<file path="src/rtl/writeback_stage.sv">
// RV32I writeback stage: two register stages feeding the register file write port,
// load alignment/extension, load fault detection, forwarding/hazard info and retire counter.
`timescale 1ns/1ps

module writeback_stage #(
  parameter int unsigned RETIRE_WIDTH    = 32,
  parameter int unsigned TRAP_MISALIGNED = 1
) (
  input  logic                    i_Clock,
  input  logic                    i_Reset,
  input  logic                    i_Valid,
  input  logic [4:0]              i_RegDest,
  input  logic [1:0]              i_ResultSel,
  input  logic [2:0]              i_Funct3,
  input  logic [31:0]             i_AluResult,
  input  logic [31:0]             i_PcPlus4,
  input  logic [31:0]             i_LoadData,
  output logic                    o_WriteEnable,
  output logic [4:0]              o_RegDest,
  output logic [31:0]             o_DataOut,
  output logic                    o_FwdValid,
  output logic [4:0]              o_FwdReg,
  output logic [31:0]             o_FwdData,
  output logic                    o_LoadPending,
  output logic [4:0]              o_LoadPendingReg,
  output logic                    o_LoadFault,
  output logic [RETIRE_WIDTH-1:0] o_RetireCount
);

  localparam int unsigned XLEN  = 32;
  localparam int unsigned REG_W = 5;

  localparam logic [1:0] SEL_LOAD = 2'd1;
  localparam logic [1:0] SEL_PC   = 2'd2;

  localparam logic [2:0] F3_LB  = 3'd0;
  localparam logic [2:0] F3_LH  = 3'd1;
  localparam logic [2:0] F3_LW  = 3'd2;
  localparam logic [2:0] F3_LBU = 3'd4;
  localparam logic [2:0] F3_LHU = 3'd5;

  // S1 state
  logic              s1_valid_q;
  logic [REG_W-1:0]  s1_rd_q;
  logic [1:0]        s1_sel_q;
  logic [2:0]        s1_funct3_q;
  logic [1:0]        s1_addr_q;
  logic [XLEN-1:0]   s1_value_q;

  // S2 / output state
  logic                    wen_q;
  logic [REG_W-1:0]        rd_q;
  logic [XLEN-1:0]         data_q;
  logic                    fault_q;
  logic [RETIRE_WIDTH-1:0] retire_q;

  // S1 -> S2 combinational results
  logic            is_load_c;
  logic            misalign_c;
  logic            illegal_c;
  logic            fault_d;
  logic            wen_d;
  logic            retire_d;
  logic [XLEN-1:0] load_shift_c;
  logic [15:0]     load_half_c;
  logic [XLEN-1:0] load_val_c;
  logic [XLEN-1:0] data_d;

  // S1 capture: payload only loads on accept, so the forwarding view stays stable while idle
  always_ff @(posedge i_Clock) begin
    if (i_Reset) begin
      s1_valid_q  <= 1'b0;
      s1_rd_q     <= '0;
      s1_sel_q    <= '0;
      s1_funct3_q <= '0;
      s1_addr_q   <= '0;
      s1_value_q  <= '0;
    end else begin
      s1_valid_q <= i_Valid;
      if (i_Valid) begin
        s1_rd_q     <= i_RegDest;
        s1_sel_q    <= i_ResultSel;
        s1_funct3_q <= i_Funct3;
        s1_addr_q   <= i_AluResult[1:0];
        s1_value_q  <= (i_ResultSel == SEL_PC) ? i_PcPlus4 : i_AluResult;
      end
    end
  end

  // Load alignment, fault detection and S2 next-state
  always_comb begin
    is_load_c    = 1'b0;
    misalign_c   = 1'b0;
    illegal_c    = 1'b0;
    fault_d      = 1'b0;
    wen_d        = 1'b0;
    retire_d     = 1'b0;
    load_shift_c = i_LoadData >> {s1_addr_q, 3'b000};
    load_half_c  = s1_addr_q[1] ? i_LoadData[31:16] : i_LoadData[15:0];
    load_val_c   = i_LoadData;
    data_d       = s1_value_q;

    is_load_c = (s1_sel_q == SEL_LOAD);

    case (s1_funct3_q)
      F3_LB:   load_val_c = {{24{load_shift_c[7]}}, load_shift_c[7:0]};
      F3_LBU:  load_val_c = {24'h000000, load_shift_c[7:0]};
      F3_LH:   begin
        load_val_c = {{16{load_half_c[15]}}, load_half_c};
        misalign_c = s1_addr_q[0];
      end
      F3_LHU:  begin
        load_val_c = {16'h0000, load_half_c};
        misalign_c = s1_addr_q[0];
      end
      F3_LW:   begin
        load_val_c = i_LoadData;
        misalign_c = (s1_addr_q != 2'b00);
      end
      default: begin
        load_val_c = i_LoadData;
        illegal_c  = 1'b1;
      end
    endcase

    fault_d  = s1_valid_q && is_load_c && (TRAP_MISALIGNED != 0) && (misalign_c || illegal_c);
    wen_d    = s1_valid_q && (s1_rd_q != '0) && !fault_d;
    retire_d = s1_valid_q && !fault_d;
    data_d   = is_load_c ? load_val_c : s1_value_q;
  end

  // S2 capture; the retire count updates on the same edge the write becomes visible
  always_ff @(posedge i_Clock) begin
    if (i_Reset) begin
      wen_q    <= 1'b0;
      rd_q     <= '0;
      data_q   <= '0;
      fault_q  <= 1'b0;
      retire_q <= '0;
    end else begin
      wen_q   <= wen_d;
      fault_q <= fault_d;
      if (wen_d) begin
        rd_q   <= s1_rd_q;
        data_q <= data_d;
      end
      if (retire_d) begin
        retire_q <= retire_q + RETIRE_WIDTH'(1);
      end
    end
  end

  assign o_WriteEnable    = wen_q;
  assign o_RegDest        = rd_q;
  assign o_DataOut        = data_q;
  assign o_LoadFault      = fault_q;
  assign o_RetireCount    = retire_q;

  assign o_FwdValid       = s1_valid_q && !is_load_c && (s1_rd_q != '0);
  assign o_FwdReg         = s1_rd_q;
  assign o_FwdData        = s1_value_q;
  assign o_LoadPending    = s1_valid_q && is_load_c && (s1_rd_q != '0);
  assign o_LoadPendingReg = s1_rd_q;

endmodule

</file>
<file path="config.mk">
export PLATFORM = sky130hd
export DESIGN_NAME = writeback_stage
export DESIGN_NICKNAME = d
export VERILOG_FILES = /design/src/rtl/writeback_stage.sv
export SDC_FILE = /design/constraint.sdc
export NUM_CORES = 1
export LEC_CHECK = 0
export CELL_PAD_IN_SITES_DETAIL_PLACEMENT = 1
export CELL_PAD_IN_SITES_GLOBAL_PLACEMENT = 1
export CORE_AREA = 5 5 144 146
export DETAILED_ROUTE_END_ITERATION = 10
export DIE_AREA = 0 0 149 151
export GPL_TIMING_DRIVEN = 0
export PLACE_DENSITY = 0.72
export REMOVE_ABC_BUFFERS = 1
export SYNTH_ARGS = -nofsm -noshare
export SYNTH_HDL_FRONTEND = slang
export SYNTH_SLANG_ARGS = --single-unit
</file>
<file path="constraint.sdc">
create_clock -name i_Clock -period 2.97 [get_ports i_Clock]
set_input_delay 0.7425 -clock i_Clock [delete_from_list [all_inputs] [get_ports i_Clock]]
set_output_delay 0.7425 -clock i_Clock [all_outputs]
set_load 0.02 [all_outputs]
</file>
==> run metrics <==
status complete, no violations; Seq. cell area around 2300 um^2; Die ar. ~22000 um^2; Via density between 4 and 5; Worst IR Drop VDD around 0.36 mV; synthesized cell area roughly 5700 um^2; CP Buf/Inv Count 1; Worst Skew about 0.0074 ns; wire per inst 18.2 um; Filler cells about 2200; Reg power frac 0.384; predominant post-synthesis flop cell dfxtp_1; P&R area growth vs syn 52.4%; final setup violation count 0; Final ANT Viol Nets 0; Pwr Total 0.00443 W; synthesized area per cell 8.55 um^2; Ys Warns 0; Starting DRT DRC Count around 200; P_sw ~0.0012 W; Rel. slew slack 0.192; layout cell share with drive strength beyond 1 0.0733; TritonCTS buffer count 17; Comb pwr share 0.160; largest net degree at the start of global routing 84; final wirelength 20500 um; critical path endpoint o_FwdValid; endpoints failing hold 0; leakage power approximately 3 nW; Synth cell types 53; hold_buf cts 0; Post-synth EDFFs 0; GR Util All Layers 0.181; Syn Inst Count between 600 and 700; CP startpoint kind flop; Worst path top cell family by delay simple AND/OR/NAND/NOR gates; TritonRoute pass-1 iters 4; Power per Cell Area just over 500 nW/um^2; Arrival @ worst endpoint between 2 and 2.5 ns; clock share of power 0.456; Die W 149 um; Clock Latency Late Sink between 0.4 and 0.5 ns; num rows between 50 and 60; CTS tree yes; CTS Sinks 116; Peak Freq about 350 MHz; Post-CTS Setup Inserts 0; CP Data Required Time approximately 2.2 ns; vias in the first global route 5668; CORE AREA around 19000 um^2; via count 5565; Final period util 0.966; Worst Setup Slack, final 0.101 ns; final hold slack approximately 0.45 ns; CP Cell Sequence or4_1 > o21ai_2 > nor2_1 > clkdlybuf4s50_1; maxcap violations 0; Bufs on Longest Clock Path 2; setup TNS 0 ns; Critical R2R Capture o_RetireCount[31]; H-tree Lvls 4; Worst-path clk slew approximately 0.060 ns; Crit Path Category reg -> out; Post-synth ARST share 0; crit-path max FO 5; internal power between 0.003 and 0.004 W; Diodes inserted 0; Net Sw Frac 0.271; Slowest Stage Delay on Critical Path between 0.5 and 0.6 ns; DRC 0; Worst-Margin Slew around 1.2 ns; r2r worst-path depth 5; Placer Congestion just under 0.8; initial antenna violation count 0; Initial Utilization 0.295; Final nets 957; pre-CTS WS -0.154 ns; Root Buffer clkbuf_16; fin. max-slew vios 0; register area share after synthesis 0.409; worst r2r src s1_addr_q[1]; first-pass GRT wire length 32100 um; buffers added on ports roughly 220; Setup crit end kind output port; reg2reg setup slack ~0.27 ns; area of the multi-input gates about 3100 um^2; Crit. Startpoint o_FwdReg[0]; Finished Layout Cells around 1100; worst hold path class reg -> reg; Crit-path slowest cell or4_1; chip height approximately 150 um; Crit path depth 4; #FFs+latches synth between 100 and 150; RSZ-0062 raised after global routing false; Detailed Place HPWL 14700 um; DP Cell Count ~1100; Ports approximately 220; crit path time final around 2.9 ns; GR Overflow Total 0
## power by group through the flow
stage / combinational (W) / sequential [W] / clock [W]
CTS: 0.000722 / 0.00170 / 0.00209
finish: 0.000710 / 0.00170 / 0.00202
global placement: 0.000712 / 0.00173 / 0
global route: 0.000766 / 0.00171 / 0.00217
detailed placement: 0.000719 / 0.00173 / 0
floorplan: 0.000221 / 0.00179 / 0
## flip-flops by register name (all words and copies together), names as in the netlist
name / cells
s1_funct3_q: 3
o_RegDest: 5
s1_addr_q: 2
o_FwdData: 32
o_WriteEnable: 1
o_RetireCount: 32
s1_sel_q: 2
o_FwdReg: 5
o_DataOut: 32
s1_valid_q: 1
o_LoadFault: 1
## layer usage
| metal | wire length (um) | track usage |
|---|---|---|
| met5 | 0 | 0 |
| met4 | 352 | 0.0535 |
| met3 | 1330 | 0.0572 |
| met2 | 9670 | 0.296 |
| met1 | 9100 | 0.230 |
## layout by cell type, fill, tap and decap left out, types with 7 or more instances in the layout
master / Yosys / layout
clkdlybuf4s50_1: 0 / 220
dfxtp_1: 116 / 114
nor2_1: 110 / 109
mux2i_1: 44 / 44
nand2_1: 39 / 39
a211oi_1: 38 / 38
a21oi_1: 38 / 38
xnor2_1: 25 / 25
nand3b_1: 18 / 18
o41ai_1: 17 / 17
clkbuf_16: 0 / 17
nand3_1: 16 / 16
nor3_1: 11 / 11
inv_1: 10 / 10
nand4_1: 10 / 10
o21ai_0: 11 / 10
nor4_1: 9 / 9
nand2b_1: 8 / 8
o211ai_1: 8 / 8
nor3b_1: 8 / 8
or2_2: 7 / 7
a32oi_1: 7 / 7
## layout make-up
class	count	area share
inverters	10	0.00434
repair buffers	227	0.267
well taps	265	0.0383
flip-flops and latches	116	0.268
multi-input cells	475	0.354
clock inverters	15	0.0182
clock buffers	17	0.0491
## repair_timing
action                                 in CTS  in global routing
setup endpoints to repair                   5                  2
endpoints found under the hold margin       0                  0
gates resized for setup                     4                  2
## tightest hold or removal path, stage by stage (launching register included)
cell and delay [ns]:
dfxtp_1 0.31, nand2_1 0.05, a21oi_1 0.05
## stage by stage
step	util	cell area (um^2)
after detailed placement	0.419	8070
after CTS	0.449	8650
after floorplan	-	5400
final	0.449	8660
after global routing	0.449	8660
after global placement	0.413	7960
## synth_stat cells, types with 9 or more instances
master | number | area (um^2)
a211oi_1 | 38 | 285
a21oi_1 | 38 | 190
clkbuf_1 | 47 | 176
dfxtp_1 | 116 | 2320
inv_1 | 10 | 37.5
mux2i_1 | 44 | 440
nand2_1 | 39 | 146
nand3_1 | 16 | 80.1
nand3b_1 | 18 | 135
nand4_1 | 10 | 62.6
nor2_1 | 110 | 413
nor3_1 | 11 | 55.1
nor4_1 | 9 | 56.3
o21ai_0 | 11 | 55.1
o41ai_1 | 17 | 149
xnor2_1 | 25 | 219
## how the worst min path moves through the flow
stage               depth (start not counted)             to           from  slack, ns
CTS                                         2  o_DataOut[12]  o_DataOut[12]       0.45
floorplan                                   2    o_LoadFault     s1_valid_q       0.43
global route                                2   o_RegDest[4]   o_RegDest[4]       0.49
detailed placement                          2  o_DataOut[12]  o_DataOut[12]       0.44
global placement                            2   o_DataOut[8]   o_DataOut[8]       0.44
finish                                      2  o_DataOut[12]  o_DataOut[12]       0.45
## logic make-up after synthesis
logic type / after synthesis / synth area share
simple gates: 261 / 0.233
flops: 116 / 0.409
xor+xnor: 28 / 0.0432
fa+ha+maj: 1 / 0.00220
compound gates: 138 / 0.170
buf+inv: 73 / 0.0568
mux: 47 / 0.0855
Power figures use the tool's default switching activity.
